===== src/rtl/ap_ctrl_driver.sv =====
// rtl/ap_ctrl_driver.sv - ap_ctrl_chain initiator with start timestamp FIFO and latency statistics.
// Optional idle watchdog enabled by defining AP_CTRL_DRIVER_TIMEOUT_EN.

module ap_ctrl_ts_fifo #(
   parameter int DEPTH = 4,
   parameter int W     = 24
) (
   input  logic                         clock,
   input  logic                         reset,
   input  logic                         clear,
   input  logic                         push,
   input  logic                         pop,
   input  logic [W-1:0]                 wdata,
   output logic [W-1:0]                 head,
   output logic [$clog2(DEPTH+1)-1:0]   fill,
   output logic                         empty
);
   localparam int AW = (DEPTH > 1) ? $clog2(DEPTH) : 1;
   localparam int FW = $clog2(DEPTH + 1);

   logic [W-1:0]  mem [DEPTH];
   logic [AW-1:0] rd_ptr;
   logic [AW-1:0] wr_ptr;

   function automatic logic [AW-1:0] bump(input logic [AW-1:0] p);
      return (p == AW'(DEPTH - 1)) ? '0 : p + 1'b1;
   endfunction

   assign head  = mem[rd_ptr];
   assign empty = (fill == '0);

   always_ff @(posedge clock) begin
      if (push) begin
         mem[wr_ptr] <= wdata;
      end
   end

   always_ff @(posedge clock) begin
      if (reset || clear) begin
         rd_ptr <= '0;
         wr_ptr <= '0;
         fill   <= '0;
      end else begin
         if (push) begin
            wr_ptr <= bump(wr_ptr);
         end
         if (pop) begin
            rd_ptr <= bump(rd_ptr);
         end
         fill <= fill + FW'(push) - FW'(pop);
      end
   end
endmodule

module ap_ctrl_driver #(
   parameter int CNT_W        = 32,
   parameter int LAT_W        = 24,
   parameter int MAX_INFLIGHT = 4,
   parameter int TIMEOUT      = 1024
) (
   input  logic                     clock,
   input  logic                     reset,
   input  logic                     cmd_valid,
   output logic                     cmd_ready,
   input  logic [CNT_W-1:0]         cmd_count,
   input  logic                     cons_stall,
   output logic                     ap_start,
   input  logic                     ap_ready,
   input  logic                     ap_done,
   output logic                     ap_continue,
   output logic                     busy,
   output logic                     run_done,
   output logic [CNT_W-1:0]         starts_issued,
   output logic [CNT_W-1:0]         dones_seen,
   output logic [LAT_W-1:0]         lat_min,
   output logic [LAT_W-1:0]         lat_max,
   output logic [CNT_W+LAT_W-1:0]   lat_sum,
   output logic                     err,
   output logic                     timeout
);
   localparam int OW = $clog2(MAX_INFLIGHT + 1);
   localparam int SW = CNT_W + LAT_W;

   typedef enum logic [1:0] {S_IDLE, S_RUN, S_DRAIN, S_DONE} state_t;

   state_t              state;
   state_t              state_nxt;
   logic                start_q;
   logic                start_nxt;
   logic                run_done_q;
   logic                err_q;
   logic [CNT_W-1:0]    count_q;
   logic [CNT_W-1:0]    starts_q;
   logic [CNT_W-1:0]    starts_nxt;
   logic [CNT_W-1:0]    dones_q;
   logic [LAT_W-1:0]    ts;
   logic [LAT_W-1:0]    head;
   logic [LAT_W-1:0]    latency;
   logic [LAT_W-1:0]    min_q;
   logic [LAT_W-1:0]    max_q;
   logic [SW-1:0]       sum_q;
   logic [SW:0]         sum_add;
   logic [OW-1:0]       fill;
   logic [OW-1:0]       fill_nxt;
   logic                empty;
   logic                cmd_acc;
   logic                start_acc;
   logic                done_acc;
   logic                done_ok;
   logic                push;
   logic                pop;
   logic                wd_fire;

   assign cmd_ready   = (state == S_IDLE);
   assign cmd_acc     = cmd_valid && cmd_ready;
   assign busy        = (state == S_RUN) || (state == S_DRAIN);
   assign ap_continue = busy && !cons_stall;
   assign ap_start    = start_q;
   assign run_done    = run_done_q;
   assign err         = err_q;

   assign start_acc = start_q && ap_ready;
   assign done_acc  = ap_done && ap_continue;
   // A done with nothing outstanding is only legal when a start lands in the same cycle.
   assign done_ok   = done_acc && (!empty || start_acc);
   assign push      = start_acc && !(done_acc && empty);
   assign pop       = done_acc && !empty;
   assign latency   = empty ? '0 : ts - head;
   assign sum_add   = {1'b0, sum_q} + {{(CNT_W + 1){1'b0}}, latency};

   assign starts_nxt = starts_q + CNT_W'(start_acc);
   assign fill_nxt   = fill + OW'(push) - OW'(pop);

   assign starts_issued = starts_q;
   assign dones_seen    = dones_q;
   assign lat_min       = (dones_q == '0) ? '0 : min_q;
   assign lat_max       = max_q;
   assign lat_sum       = sum_q;

   ap_ctrl_ts_fifo #(
      .DEPTH (MAX_INFLIGHT),
      .W     (LAT_W)
   ) u_ts_fifo (
      .clock (clock),
      .reset (reset),
      .clear (cmd_acc),
      .push  (push),
      .pop   (pop),
      .wdata (ts),
      .head  (head),
      .fill  (fill),
      .empty (empty)
   );

`ifdef AP_CTRL_DRIVER_TIMEOUT_EN
   localparam int WW = $clog2(TIMEOUT + 1);

   logic [WW-1:0] wd_q;
   logic          timeout_q;

   assign wd_fire = busy && !start_acc && !done_acc && (wd_q == WW'(TIMEOUT - 1));
   assign timeout = timeout_q;

   always_ff @(posedge clock) begin
      if (reset || cmd_acc || !busy || start_acc || done_acc) begin
         wd_q <= '0;
      end else begin
         wd_q <= wd_q + 1'b1;
      end
   end

   always_ff @(posedge clock) begin
      if (reset || cmd_acc) begin
         timeout_q <= 1'b0;
      end else if (wd_fire) begin
         timeout_q <= 1'b1;
      end
   end
`else
   logic unused_cfg;

   assign unused_cfg = (TIMEOUT != 0);
   assign wd_fire    = 1'b0;
   assign timeout    = 1'b0;
`endif

   always_comb begin
      state_nxt = state;
      start_nxt = 1'b0;
      case (state)
         S_IDLE:  if (cmd_acc) state_nxt = (cmd_count == '0) ? S_DONE : S_RUN;
         S_RUN:   if (starts_q == count_q) state_nxt = S_DRAIN;
         S_DRAIN: if (dones_q == count_q) state_nxt = S_DONE;
         S_DONE:  state_nxt = S_IDLE;
         default: state_nxt = S_IDLE;
      endcase
      // Post-accept counts decide whether a fresh start may follow back-to-back.
      if (start_q && !ap_ready) begin
         start_nxt = 1'b1;
      end else begin
         start_nxt = (state == S_RUN) && (starts_nxt < count_q) && (fill_nxt < OW'(MAX_INFLIGHT));
      end
      if (wd_fire) begin
         state_nxt = S_DONE;
         start_nxt = 1'b0;
      end
   end

   always_ff @(posedge clock) begin
      if (reset) begin
         state      <= S_IDLE;
         start_q    <= 1'b0;
         run_done_q <= 1'b0;
         ts         <= '0;
         count_q    <= '0;
         starts_q   <= '0;
         dones_q    <= '0;
         min_q      <= '0;
         max_q      <= '0;
         sum_q      <= '0;
         err_q      <= 1'b0;
      end else begin
         state      <= state_nxt;
         start_q    <= start_nxt;
         run_done_q <= (state == S_DONE);
         ts         <= ts + 1'b1;
         if (cmd_acc) begin
            count_q  <= cmd_count;
            starts_q <= '0;
            dones_q  <= '0;
            min_q    <= '1;
            max_q    <= '0;
            sum_q    <= '0;
            err_q    <= 1'b0;
         end else begin
            starts_q <= starts_nxt;
            if (done_ok) begin
               dones_q <= dones_q + 1'b1;
               if (latency < min_q) begin
                  min_q <= latency;
               end
               if (latency > max_q) begin
                  max_q <= latency;
               end
               sum_q <= sum_add[SW] ? '1 : sum_add[SW-1:0];
            end
            if (done_acc && !done_ok) begin
               err_q <= 1'b1;
            end
         end
      end
   end
endmodule


===== config.mk =====
export PLATFORM = sky130hd
export DESIGN_NAME = ap_ctrl_driver
export DESIGN_NICKNAME = d
export VERILOG_FILES = /design/src/rtl/ap_ctrl_driver.sv
export SDC_FILE = /design/constraint.sdc
export NUM_CORES = 1
export LEC_CHECK = 0
export ABC_AREA = 1
export CAP_MARGIN = 25
export CORE_MARGIN = 5
export CORE_UTILIZATION = 59
export CTS_BUF_LIST = sky130_fd_sc_hd__clkbuf_8
export DETAILED_ROUTE_END_ITERATION = 8
export MAX_ROUTING_LAYER = met4
export PLACE_DENSITY = 0.83
export SYNTH_ARGS = -nofsm -noshare
export SYNTH_HDL_FRONTEND = slang
export SYNTH_SLANG_ARGS = --single-unit

===== constraint.sdc =====
create_clock -name clock -period 6.5 [get_ports clock]
set_input_delay 0.65 -clock clock [delete_from_list [all_inputs] [get_ports clock]]
set_output_delay 0.65 -clock clock [all_outputs]
set_load 0.01 [all_outputs]

-- Word level (Yosys, flattened, before mapping)
Memory sizes are Yosys's and may differ from the RTL's. A register that Yosys moved wholly into a read port is not among the register bits.
Cells that the tools add are included.
- bits in registers: 236
- bits in writable memories: 96
- bits of input ports: 38
- output and inout bits: 175
- word-level logic and storage cells: 86
- memories kept: 1
- memory list (name ; words ; width ; read ports ; clocked after memory_dff ; write ports ; RTL line ; source):
    u_ts_fifo.mem ; 4 ; 24 ; 1 ; 1 ; 1 ; 21 ; logic [W-1:0] mem [DEPTH];
- add/subtract/negate cells: 9
- $lt $le $gt $ge: 4
- equal/unequal tests: 10
- mux-type cells: 18
- reductions and logical operators: 30
- operator list (operator ; number):
    24-bit 2-to-1 mux ; 5
    32-bit == test ; 2
    32-bit logical NOT ; 2
    56-bit by 24-bit adder with 57-bit output ; 1
    56-bit 2-to-1 mux ; 1
    32-bit by 1-bit adder with 32-bit output ; 1
    32-bit by 1-bit adder with 32-bit output (second input constant) ; 1
    32-bit < comparator ; 1
    24-bit by 1-bit adder with 24-bit output (second input constant) ; 1
    24-bit greater-than comparator ; 1
    24-bit < comparator ; 1
    24-bit subtractor ; 1
    2-bit 2-to-1 mux ; 8
    1-bit logical AND ; 12
    2-bit == test (second input constant) ; 4
    2-bit one-hot mux with 4 select lines ; 1
    2-bit by 1-bit != test with 1-bit output (second input constant) ; 3
    1-bit logical NOT ; 5
    2-bit by 1-bit adder with 2-bit output (second input constant) ; 2
    2-bit AND reduction ; 2
    2-bit nonzero test ; 2
    3-bit by 1-bit adder with 3-bit output ; 1
    3-bit logical NOT ; 1
    1-bit logical OR ; 3
    other kinds (7) ; 9

-- Longest topological paths before layout
- depth in word-level cells: 12
- gate-level depth with buffers: 34
- gate-level depth less buffers: 32

-- Hierarchy
From an unflattened synthesis, not the netlist that was laid out.
- cell total of the unflattened synthesis: 3131
- area total of the unflattened synthesis: 21849.7 um^2
- by module, submodules not included (module ; instances ; cells each ; area each (um^2) ; sequential area each (um^2)):
    ap_ctrl_driver ; 1 ; 2794 ; 17446.7 ; 4584.4
    ap_ctrl_ts_fifo ; 1 ; 337 ; 4403.0 ; 3062.9

-- Worst setup path before layout
OpenSTA, ideal clock, no wires.
- path type: register to register
- start point: register (tool-made name)
- end point: register min_q[20]
- library setup time: 64 ps
- arrival: 4484 ps
- required time: 6436 ps
- slack: 1952 ps
- cell stages (with the launch flop): 28
- path buffers: 3
- period minus slack after synthesis: 4548 ps
- path through: dfxtp_1 inv_1 clkbuf_1 clkbuf_1 nand2_1 a32o_1 ha_1 a21o_1 a221oi_1 nand2_1 a21oi_1 o21ai_0 and2_1 nor3_1 ha_1 a21oi_1 nor2_1 a2111o_1 a21oi_1 o21ai_1 nand2_1 nand2_1 nand2_2 nand2_1 nand2_1 buf_4 nor2_1 nor2_1
- RTL lines (item ; RTL line ; source):
    end signal, assigned ; 240 ; min_q <= latency;
    end, declared ; 99 ; logic [LAT_W-1:0] min_q;

==> metrics.md <==
| Metric | Value |
|---|---|
| Dpl ws | 0.8334 ns |
| Max-Cap Viols | 0 |
| Multi-input logic area | 10390 um^2 |
| CTS Root Cell | clkbuf_8 |
| Compound-Gate Fraction of Synth Area | 12.49% |
| CTS tree | built |
| Synth unique cells | 68 |
| Vias in the first global route | 18940 |
| Die ar. | 37590 um^2 |
| H-tree level count | 2 |
| Design Area, Final | 23700 um^2 |
| Total CTS buffers | 57 |
| Largest family of logic cells by synthesized area | simple AND/OR/NAND/NOR gates |
| RSZ-0062 raised after global routing | no |
| Slew Limit Headroom | 41.98% |
| CP dominant cell by count | nand2_1 |
| Min cycle time layout | 5.801 ns |
| Layout Cells excl Fill | 3390 |
| Fin Setup TNS | 0 ns |
| Final worst slack | 0.6994 ns |
| Leading area contributor after synthesis | dfxtp_1 |
| #FFs+latches synth | 334 |
| Max Fclk | 172.4 MHz |
| Fillers | 2743 |
| Count of hold-fix buffers inserted at cts | 0 |
| Sequential area share after synthesis | 38.33% |
| Area fraction in and, or, nand and nor cells after synthesis | 26.42% |
| Placed cells | 3284 |
| Final core utilization | 70.87% |
| Vias per inst | 5.681 |
| Antenna Nets Post-Route | 0 |
| Vias | 19260 |
| RD Place Congestion | 0.9815 |
| Critical path type | reg -> reg |
| Leakage power | 10.12 nW |
| Die Wd | 193.9 um |
| Total grt overflow | 0 |
| Warnings, synthesis | 0 |
| Post-synthesis cell area | 19950 um^2 |
| Worst-path clk slew | 0.06 ns |
| Status | finished, final reports clean |
| Synth top area cells | dfxtp_1, edfxtp_1, nand2_1, ha_1, inv_1 |
| Req. time, crit path | 7.08 ns |
| Post-synthesis average cell area | 7.464 um^2 |
| GR Util met2 | 54.89% |
| Predominant post-synthesis flop cell | dfxtp_1 |
| HP Class | reg -> reg |
| Detailed Place HPWL | 46.64 mm |
| TritonRoute pass-1 iters | 8 |
| DRC violations left | 0 |
| # diodes | 0 |
| Clk_lat worst skew | 0.66 ns |
| Final setup vio count | 0 |
| Post-CTS Setup Bufs | 0 |
| IO Port Bufs | 211 |
| Die Y-Extent | 193.9 um |
| Initial antenna violation count | 0 |
| Met1 usage in global routing | 40.71% |
| CTS resizes | 0 |
| Post-Synth XOR/XNOR Area | 3.995% |
| Largest net degree at the start of global routing | 92 |
| Row cnt | 67 |
| Clock Path Buffers | 3 |
| Arrival @ worst endpoint | 6.38 ns |
| CP max stage delay | 0.59 ns |
| Pwr/cell area | 233.0 nW/um^2 |
| Yosys top cell area share | 23.88% |
| CP startpoint kind | flop |
| Hold Slack | 0.4829 ns |
| First-pass GRT wire length | 99.06 mm |
| Slowest cell on crit path | nand2_1 |
| Critical Path End Type | flop |
| Area delta synth->final | 18.81% |
| Final Hold Fails | 0 |
| VDD IR max | 0.0001805 V |
| Wire length per cell | 18.26 um |
| FFs w/ async S/R, synth | 0% |
| Post-DP Area | 22550 um^2 |
| Total Power | 5.523 mW |
| Met3 Track Usage GR | 5.578% |
| IO Pins | 213 |
| Core Box Area | 33450 um^2 |
| Fin. max-slew vios | 0 |
| Post-Syn Nets | 2853 |
| Slew @ Worst Pin | 0.8703 ns |
| GRT Util Overall | 32.83% |
| Initial Utilization | 59.65% |
| Initial DRC count | 1490 |
| GRT busiest layer | met2 |
| Proportion of synthesized area in mux cells | 0% |
| Post-synth EDFFs | 96 |
| Cells after Synth | 2673 |
| Final wirelength | 61.89 mm |
| Max Clock Skew | 0.02398 ns |
| CTS sink count | 334 |
| Worst Path Max Fanout | 46 |
| Final Cycle Share | 89.24% |
| Register area | 7647 um^2 |
| Fin nets | 3076 |
| Post-Synth Adder-Cell Area | 9.019% |
| Share of layout cells above drive strength 1 | 6.322% |
flip-flops by register name (all words and copies together) (netlist names), 3 cells and up, named ones only:
signal,flops
u_ts_fifo.mem,96
lat_sum,56
count_q,32
dones_seen,32
starts_issued,32
lat_max,24
min_q,24
ts,24
u_ts_fifo.fill,3
cell type report:
type,instances,share of cell area (%)
inverters,431,6.830
repair buffers,238,9.955
multi-input cells,1834,43.84
clock inverters,35,0.6809
well taps,448,2.365
flip-flops and latches,334,32.26
clock buffers,70,4.064
path summary, 6_finish.rpt:
kind	from	slack, ns	endpoint	cells past startpoint
max	flop	0.70	min_q[3]$_SDFFE_PP0P_	28
min	err$_SDFFE_PP0P_	0.48	err$_SDFFE_PP0P_	2
max reg2reg	flop	0.70	min_q[3]$_SDFFE_PP0P_	28
min reg2reg	err$_SDFFE_PP0P_	0.48	err$_SDFFE_PP0P_	2
synth_stat cells (34+ instances only):
cell type and n:
edfxtp_1 96, nor4_1 34, nand2_1 525, clkbuf_1 52, o21ai_0 116, nand3_1 109
nor2_1 288, inv_1 419, xor2_1 56, dfxtp_1 238, ha_1 139, xnor2_1 35
nor3_1 77, a21oi_1 197, nand4_1 72
layer usage:
layer / routed length [um] / up-vias
met5: 0 / -
met4: 2154 / 0
met3: 4232 / 139
met2: 29830 / 746
met1: 25670 / 9042
li1: - / 9332
cell usage in the layout (no fill, tap or decap), types with 22 or more instances in the layout:
cell,count
dfxtp_1,238
clkbuf_8,70
nor2_1,283
nand4_1,72
clkdlybuf4s50_1,211
nand3_1,109
nor3_1,77
edfxtp_1,96
ha_1,139
o221ai_1,22
xor2_1,56
xnor2_1,35
inv_1,446
buf_4,24
nor4_1,34
a21oi_1,197
nand2_1,524
o21ai_0,116
cell families after synthesis:
kind of cell	Yosys count
flops	334
xor+xnor	91
fa+ha+maj	142
buf+inv	505
compound gates	423
simple gates	1177
other cells	1
power breakdown:
part           internal, mW  total [mW]  switching (mW)
sequential             2.26        2.37           0.109
combinational         0.451        1.28           0.825
clock                 0.974        1.88           0.903
worst max-delay path, delay by kind of cell (launching register included):
family | cells | cell delay, ns
flip-flops | 1 | 0.32
adder cells (fa/ha/maj) | 2 | 0.62
buffers and inverters | 3 | 0.73
AO/OA/AOI/OAI | 10 | 1.88
AND/OR/NAND/NOR | 13 | 2.15
(Power assumes the default switching activity.)
